===== src/rtl/ahb_timer_slave.sv =====
// AHB-lite responder for the timer window: 32-bit down-counter, prescaler, auto-reload, level irq.
// Latency: WAIT_STATES stall cycles plus one DONE cycle per OKAY beat; errors take ERR1 then ERR2.
// Backpressure: PREADY low in WAIT/ERR1; a new address phase is only sampled while PREADY is high.
module ahb_timer_slave #(
  parameter logic [15:0] BASE_HI     = 16'h1000,
  parameter int unsigned WAIT_STATES = 1,
  parameter int unsigned PRESC_W     = 16
) (
  input  logic        clk,
  input  logic        rst,
  input  logic [31:0] PADDR,
  input  logic        PWRITE,
  input  logic [1:0]  PSIZE,
  input  logic [1:0]  PTRANS,
  input  logic [2:0]  PBURST,
  input  logic [31:0] PWDATA,
  output logic [31:0] PRDATA,
  output logic        PREADY,
  output logic        PRESP,
  output logic        irq
);

  typedef enum logic [2:0] {S_IDLE, S_WAIT, S_DONE, S_ERR1, S_ERR2} state_t;

  localparam logic [2:0] WS = 3'(WAIT_STATES);

  state_t state, state_nxt;
  logic [2:0] wcnt, wcnt_nxt;
  logic [4:0] a_off;
  logic       a_wr;
  logic       sel, legal;

  logic               en, ar, ie, tif;
  logic [31:0]        load, value;
  logic [PRESC_W-1:0] presc, pc;
  logic               tick, expire;
  logic               wr_en, wr_ctrl, wr_load, wr_value, wr_status, wr_presc;
  logic [31:0]        rd_mux;

  logic unused_ok;
  assign unused_ok = ^{PBURST, PTRANS[0]};

  assign sel   = PTRANS[1] && (PADDR[31:16] == BASE_HI);
  assign legal = (PSIZE == 2'b10) && (PADDR[1:0] == 2'b00) &&
                 (PADDR[15:5] == 11'd0) && (PADDR[4:0] <= 5'h10);

  assign PREADY = !((state == S_WAIT) || (state == S_ERR1));
  assign PRESP  = (state == S_ERR1) || (state == S_ERR2);

  always_comb begin
    state_nxt = state;
    wcnt_nxt  = wcnt;
    case (state)
      S_WAIT: begin
        if (wcnt <= 3'd1) state_nxt = S_DONE;
        else              wcnt_nxt  = wcnt - 3'd1;
      end
      S_ERR1: state_nxt = S_ERR2;
      default: begin
        // IDLE, DONE and ERR2 all have PREADY high, so each may accept the next beat
        state_nxt = S_IDLE;
        if (sel) begin
          if (!legal)       state_nxt = S_ERR1;
          else if (WS == 0) state_nxt = S_DONE;
          else begin
            state_nxt = S_WAIT;
            wcnt_nxt  = WS;
          end
        end
      end
    endcase
  end

  always_ff @(posedge clk or negedge rst) begin
    if (!rst) begin
      state <= S_IDLE;
      wcnt  <= 3'd0;
      a_off <= 5'd0;
      a_wr  <= 1'b0;
    end else begin
      state <= state_nxt;
      wcnt  <= wcnt_nxt;
      if (PREADY && sel) begin
        a_off <= PADDR[4:0];
        a_wr  <= PWRITE;
      end
    end
  end

  assign wr_en     = (state == S_DONE) && a_wr;
  assign wr_ctrl   = wr_en && (a_off == 5'h00);
  assign wr_load   = wr_en && (a_off == 5'h04);
  assign wr_value  = wr_en && (a_off == 5'h08);
  assign wr_status = wr_en && (a_off == 5'h0C);
  assign wr_presc  = wr_en && (a_off == 5'h10);

  assign tick   = en && (pc == presc);
  assign expire = tick && (value == 32'd0);

  always_ff @(posedge clk or negedge rst) begin
    if (!rst) begin
      en    <= 1'b0;
      ar    <= 1'b0;
      ie    <= 1'b0;
      tif   <= 1'b0;
      load  <= 32'd0;
      value <= 32'd0;
      presc <= '0;
      pc    <= '0;
      irq   <= 1'b0;
    end else begin
      pc <= (!en || tick) ? '0 : pc + 1'b1;
      if (wr_ctrl) begin
        ar <= PWDATA[1];
        ie <= PWDATA[2];
      end
      if (wr_ctrl)            en <= PWDATA[0];
      else if (expire && !ar) en <= 1'b0;
      if (wr_load) load <= PWDATA;
      // bus write to VALUE takes priority over the counter
      if (wr_value)  value <= PWDATA;
      else if (tick) value <= (value != 32'd0) ? value - 32'd1 : (ar ? load : value);
      if (expire)                      tif <= 1'b1;
      else if (wr_status && PWDATA[0]) tif <= 1'b0;
      if (wr_presc) presc <= PWDATA[PRESC_W-1:0];
      irq <= tif & ie;
    end
  end

  always_comb begin
    rd_mux = 32'd0;
    case (a_off)
      5'h00:   rd_mux = {29'd0, ie, ar, en};
      5'h04:   rd_mux = load;
      5'h08:   rd_mux = value;
      5'h0C:   rd_mux = {31'd0, tif};
      5'h10:   rd_mux = 32'(presc);
      default: rd_mux = 32'd0;
    endcase
  end

  assign PRDATA = ((state == S_DONE) && !a_wr) ? rd_mux : 32'd0;

endmodule


===== config.mk =====
export PLATFORM = sky130hd
export DESIGN_NAME = ahb_timer_slave
export DESIGN_NICKNAME = d
export VERILOG_FILES = /design/src/rtl/ahb_timer_slave.sv
export SDC_FILE = /design/constraint.sdc
export NUM_CORES = 1
export LEC_CHECK = 0
export ABC_AREA = 1
export BUFFER_PORTS_ARGS = -buffer_cell sky130_fd_sc_hd__buf_2
export CAP_MARGIN = 20
export CORE_MARGIN = 1.5
export CORE_UTILIZATION = 60
export CTS_CLUSTER_SIZE = 16
export DETAILED_ROUTE_END_ITERATION = 8
export MAX_ROUTING_LAYER = met4
export PLACE_DENSITY = 0.82
export RECOVER_POWER = 100
export SKIP_LAST_GASP = 1
export SLEW_MARGIN = 20
export SYNTH_ARGS = -nofsm -noshare
export SYNTH_HDL_FRONTEND = slang
export SYNTH_SLANG_ARGS = --single-unit

===== constraint.sdc =====
create_clock -name clk -period 5 [get_ports clk]
set_clock_uncertainty 0.1 [all_clocks]
set_input_delay 0 -clock clk [delete_from_list [all_inputs] [get_ports clk]]
set_output_delay 0 -clock clk [all_outputs]
set_load 0.005 [all_outputs]

==> reports/qor.txt, run 1 <==
Status -> complete, but fails checks
Violated checks -> capacitance limit, slew limit
Die height -> 114 um
Tcrit/Tclk final -> 74.4%
Area Growth Syn to Fin -> 21.0%
Final setup fails -> 0
CTS tree -> yes
Io pins -> 109
Largest net degree at the start of global routing -> 82
Row Count -> 40
RSZ-0062 raised after global routing -> false
Most common cell after layout, fill and taps aside -> nand2_1
First-pass GRT wire length -> 36200 um
CP Max Fanout -> 64
Final Critical Period -> 3720 ps
DRT iter0 DRCs -> 779
Worst Path Required -> 5180 ps
Final #Nets -> 1368
Yosys warning count -> 0
Post-synth EDFFs -> 0
P per Cell Area -> 263 nW/um^2
DR WL/cell -> 14.7 um
Drt total wl -> 21600 um
Kind of critical path -> reg -> reg
Routed vias -> 8034
Clk buf depth -> 2
Pleak -> 4.60 nW
Share of layout cells above drive strength 1 -> 10.3%
Fmax -> 0.269 GHz
Max VDD drop -> 0.239 mV
Core box area -> 12100 sq um
Non-Filler Cell Area, Final -> 9000 sq um
Initial antenna violation count -> 0
Final hold violation count -> 0
Port Buffer Count -> 104
Number of global-route vias before repair -> 7549
Post-Syn Nets -> 1233
Max Cap Viol -> 2
Routability Congestion -> 0.942
Ys async rst share -> 100%
Crit path arrival time -> 3900 ps
Pre-antenna DRT Iters -> 8
Synth unique cells -> 37
Vias per cell -> 5.47
Seq/Total Area, Yosys -> 38.0%
Cts repair resizes -> 0
Total Die Area -> 13100 sq um
Worst-skew pair later-pin latency -> 420 ps
Max Slew Vio Count -> 99
Worst-path clk slew -> 50 ps
Placement Cell Area -> 8000 sq um
Slew headroom -> -31.0%
Syn Area/Cell -> 6.43 sq um
Register bit total from synthesis -> 113
Most used DFF post-synth -> dfrtp_1
Mapped Cells -> 1155
Global route overflow -> 0
Non-filler instance count after layout -> 1470
H-tree levels -> 4
Initial core utilization -> 61.6%
Overall Global Routing Usage -> 36.6%
Setup TNS -> 0 ps
TritonCTS Buffers -> 17
CP startpoint kind -> register
Min-Delay Path Class -> in -> reg
Routed Antenna Nets -> 0
Root Buffer -> clkbuf_16
Most frequent cells in the layout -> nand2_1 (441), inv_1 (140), nor2_1 (121)
Post-Synthesis Cell Area -> 7430 sq um
Placed insts -> 1391
CTS sink count -> 113
Setup crit end kind -> register
HPWL Detailed -> 14200 um
ANT cells -> 0
Slew @ Worst Pin -> 1960 ps
Die Span X -> 114 um
Number of remaining DRC errors -> 0
cell type report:
| class | count | area, sq um |
|---|---|---|
| clock inverters | 6 | 80.1 |
| fillers | 989 | 3070 |
| flip-flops and latches | 113 | 2830 |
| well taps | 168 | 210 |
| clock buffers | 25 | 485 |
| repair buffers | 156 | 1000 |
| inverters | 145 | 544 |
| multi-input cells | 857 | 3840 |
flip-flops by register name (all words and copies together), names as in the netlist:
signal and cells:
load 32, value 32, pc 16, presc 16, a_off 5, state 3, wcnt 3, a_wr 1
ar 1, en 1, ie 1, irq 1, tif 1
kinds of logic after synthesis:
group	share of synthesized area, %
compound gates	9.55
xor+xnor	2.71
fa+ha+maj	0.673
buf+inv	10.0
flops	38.0
simple gates	39.0
what timing repair did:
action / CTS / global route
endpoints found under the hold margin: 174 / 0
buffers inserted: 0 / 0
hold buffers: 48 / 0
path summary, 6_finish.rpt:
path,from,end,slack [ps],cells past startpoint
hold reg to reg,load[11]$_DFFE_PN0P_,load[11]$_DFFE_PN0P_,390,2
min in group asynchronous,rst,pc[15]$_DFF_PN0_,90,2
setup reg to reg,a_off[1]$_DFFE_PN0P_,load[10]$_DFFE_PN0P_,1280,6
setup / recovery,a_off[1]$_DFFE_PN0P_,load[10]$_DFFE_PN0P_,1280,6
hold / removal,PADDR[18],a_off[3]$_DFFE_PN0P_,20,6
max in group asynchronous,rst,value[22]$_DFFE_PN0P_,2520,3
power by group:
| part | switching [mW] | leakage (nW) | total [mW] | internal (mW) |
|---|---|---|---|---|
| combinational | 0.102 | 3.19 | 0.195 | 0.0929 |
| sequential | 0.0400 | 1.13 | 0.991 | 0.951 |
| clock | 0.414 | 0.281 | 1.18 | 0.765 |
through the flow:
step | total power [mW] | util, % | hold slack [ps] | worst slack, ps
finish | 2.36 | 74.6 | 17.3 | 1280
global route | 2.45 | 74.6 | 53.4 | 943
detailed placement | 1.17 | 66.4 | 113 | 2310
CTS | 2.37 | 75.0 | 0.629 | 1920
floorplan | 1.09 | - | -396 | 3220
global placement | 1.16 | 66.4 | 118 | 2380
synth_stat cells, types with 5 or more instances:
library cell | count | area [sq um]
a21oi_1 | 56 | 280
nand2_1 | 440 | 1650
nand3_1 | 82 | 410
nor2_2 | 10 | 62.6
nor3_1 | 12 | 60.1
buf_2 | 11 | 55.1
xor2_1 | 8 | 70.1
nor2_1 | 121 | 454
dfrtp_1 | 113 | 2830
nand4_1 | 18 | 113
inv_1 | 140 | 526
xnor2_1 | 15 | 131
clkbuf_1 | 22 | 82.6
o221ai_1 | 5 | 43.8
o21ai_0 | 53 | 265
o211ai_1 | 7 | 52.6
critical path, cell delays in order (launching register included):
cell and delay, ps:
dfrtp_1 380, nor2_1 350, nand3_1 390, inv_1 140, buf_4 350, nand2_1 1180, o21ai_0 670
metal layers:
layer / wire (um) / GRT usage [%] / up-vias
met3: 1500 / 6.93 / 49
met4: 466 / 11.3 / 0
li1: - / - / 3895
met5: 0 / - / -
met2: 10400 / 58.8 / 341
met1: 9290 / 47.2 / 3749
No activity file was read; power rests on OpenSTA's default activity.
==> run 2: changes to the inputs <==
CORE_UTILIZATION = 53   (was 60)
PLACE_DENSITY = 0.77   (was 0.82)
clock period = 3.38 ns   (was 5 ns; I/O delays follow)
==> reports/qor.txt, run 2 (same netlist as run 1, synthesis figures left out) <==
Status -> complete, but fails checks (unchanged)
Violated checks -> capacitance limit, slew limit (unchanged)
Most frequent cells in the layout -> nand2_1 (440), inv_1 (140), nor2_1 (123) (was nand2_1 (441), inv_1 (140), nor2_1 (121))
Pleak -> 4.59 nW (was 4.60 nW)
Multi-input combinational cell area -> 3840 sq um (about the same)
Fillers -> 1272 (was 989)
Slew headroom -> -22.7% (was -31.0%)
Most common cell after layout, fill and taps aside -> nand2_1 (unchanged)
Port Buffer Count -> 104 (unchanged)
CP startpoint kind -> register (unchanged)
Setup crit end kind -> register (unchanged)
Number of remaining DRC errors -> 0 (unchanged)
Worst-path clk slew -> 50 ps (about the same)
RSZ-0062 raised after global routing -> false (unchanged)
Placed insts -> 1408 (was 1391)
Drt total wl -> 21200 um (was 21600 um)
Vias per cell -> 5.21 (was 5.47)
Max Slew Vio Count -> 75 (was 99)
Initial antenna violation count -> 0 (unchanged)
Final #Nets -> 1375 (was 1368)
Biggest regs -> load x32, value x32 (unchanged)
Initial core utilization -> 54.0% (was 61.6%)
Io pins -> 109 (unchanged)
Root Buffer -> clkbuf_16 (unchanged)
Area Growth Syn to Fin -> 21.1% (was 21.0%)
Fmax -> 0.342 GHz (was 0.269 GHz)
Pre-antenna DRT Iters -> 5 (was 8)
Overall Global Routing Usage -> 31.4% (was 36.6%)
Routed vias -> 7758 (was 8034)
Clk buf depth -> 2 (unchanged)
Non-filler instance count after layout -> 1488 (was 1470)
Crit path arrival time -> 3180 ps (was 3900 ps)
Worst-skew pair later-pin latency -> 420 ps (about the same)
Tot Pwr -> 3.31 mW (was 2.36 mW)
DRT iter0 DRCs -> 683 (was 779)
Routed Antenna Nets -> 0 (unchanged)
Kind of critical path -> reg -> reg (unchanged)
Share of layout cells above drive strength 1 -> 10.6% (was 10.3%)
Final Critical Period -> 2920 ps (was 3720 ps)
CTS tree -> yes (unchanged)
Max Cap Viol -> 1 (was 2)
Routability Congestion -> 0.936 (was 0.942)
Setup TNS -> 0 ps (unchanged)
Die height -> 121 um (was 114 um)
R2R setup slack -> 460 ps (was 1280 ps)
CP Max Fanout -> 48 (was 64)
Tcrit/Tclk final -> 86.5% (was 74.4%)
Slew @ Worst Pin -> 1840 ps (was 1960 ps)
Total Die Area -> 14700 sq um (was 13100 sq um)
Max VDD drop -> 0.319 mV (was 0.239 mV)
Worst Path Required -> 3630 ps (was 5180 ps)
Crit path max-delay family -> simple AND/OR/NAND/NOR gates (unchanged)
Row Count -> 43 (was 40)
Reg area -> 2830 sq um (unchanged)
Hold WS -> 31.7 ps (was 17.3 ps)
HPWL Detailed -> 14600 um (was 14200 um)
TritonCTS Buffers -> 17 (unchanged)
Largest net degree at the start of global routing -> 75 (was 82)
Final hold violation count -> 0 (unchanged)
Crit-path cells -> nor2_1 -> nand4_2 -> nor2_4 -> inv_2 -> nand2_2 -> nand2_1 -> nand2_1 (was nor2_1 -> nand3_1 -> inv_1 -> buf_4 -> nand2_1 -> o21ai_0)
DR WL/cell -> 14.2 um (was 14.7 um)
CP peak stage delay -> 640 ps (was 1180 ps)
WP buf/inv -> 1 (was 2)
Core box area -> 13800 sq um (was 12100 sq um)
H-tree levels -> 4 (unchanged)
Final setup fails -> 0 (unchanged)
Post-CTS setup buffer count -> 0 (unchanged)
ANT cells -> 0 (unchanged)
Number of global-route vias before repair -> 7319 (was 7549)
P per Cell Area -> 368 nW/um^2 (was 263 nW/um^2)
CP most frequent cell -> nand2_1
First-pass GRT wire length -> 34900 um (was 36200 um)
Die Span X -> 121 um (was 114 um)
CTS sink count -> 113 (unchanged)
Min-Delay Path Class -> in -> reg (unchanged)
Cts repair resizes -> 0 (unchanged)
Slowest stage cell, crit path -> nand2_2 (was nand2_1)
Global route overflow -> 0 (unchanged)
Hold buffer count at cts -> 50 (was 48)
## run 2: cell type report
cell class                      instances  share of cell area [%]
Clock buffer                           23                    5.20
Clock inverter                          7                   0.417
Inverter                              145                    6.05
Multi-Input combinational cell        857                    42.7
Sequential cell                       113                    31.4
Tap cell                              180                    2.50
Timing Repair Buffer                  163                    11.7
## run 2: power by group
part / internal [mW] / leakage [nW] / switching [mW]
Combinational: 0.136 / 3.21 / 0.149
Clock: 0.954 / 0.252 / 0.609
Sequential: 1.41 / 1.13 / 0.0539
## run 2: per-stage QoR
| stage | worst slack (ps) | utilization, % | instance area [sq um] |
|---|---|---|---|
| 2_1_floorplan | 1600 | - | 7430 |
| 3_3_place_gp | 938 | 58.6 | 8070 |
| 3_5_place_dp | 849 | 58.6 | 8070 |
| 4_1_cts | 587 | 65.9 | 9070 |
| 5_1_grt | 163 | 65.3 | 9000 |
| 6_report | 458 | 65.3 | 9000 |
## run 2: final timing paths
check / start / depth (start not counted) / endpoint
setup / recovery: a_off[1]$_DFFE_PN0P_ / 7 / value[8]$_DFFE_PN0P_
hold / removal: PADDR[19] / 5 / a_off[2]$_DFFE_PN0P_
setup reg to reg: a_off[1]$_DFFE_PN0P_ / 7 / value[8]$_DFFE_PN0P_
hold reg to reg: a_off[0]$_DFFE_PN0P_ / 2 / a_off[0]$_DFFE_PN0P_
max in group asynchronous: rst / 3 / en$_DFFE_PN0P_
min in group asynchronous: rst / 2 / load[20]$_DFFE_PN0P_
## run 2: routing by layer
layer	part of all wire (%)	wire length, um	global-route usage, %	vias to the layer above
met3	6.3	1330	5.31	38
li1	-	-	-	3917
met5	0	0	-	-
met2	48	10100	50.5	271
met4	2.2	474	12.4	0
met1	44	9270	39.6	3532
## run 2: tightest hold or removal path: stages
cell and delay, ps:
buf_2 70, nor3_1 40, nand2_1 50, nor2_1 160, o21ai_0 190
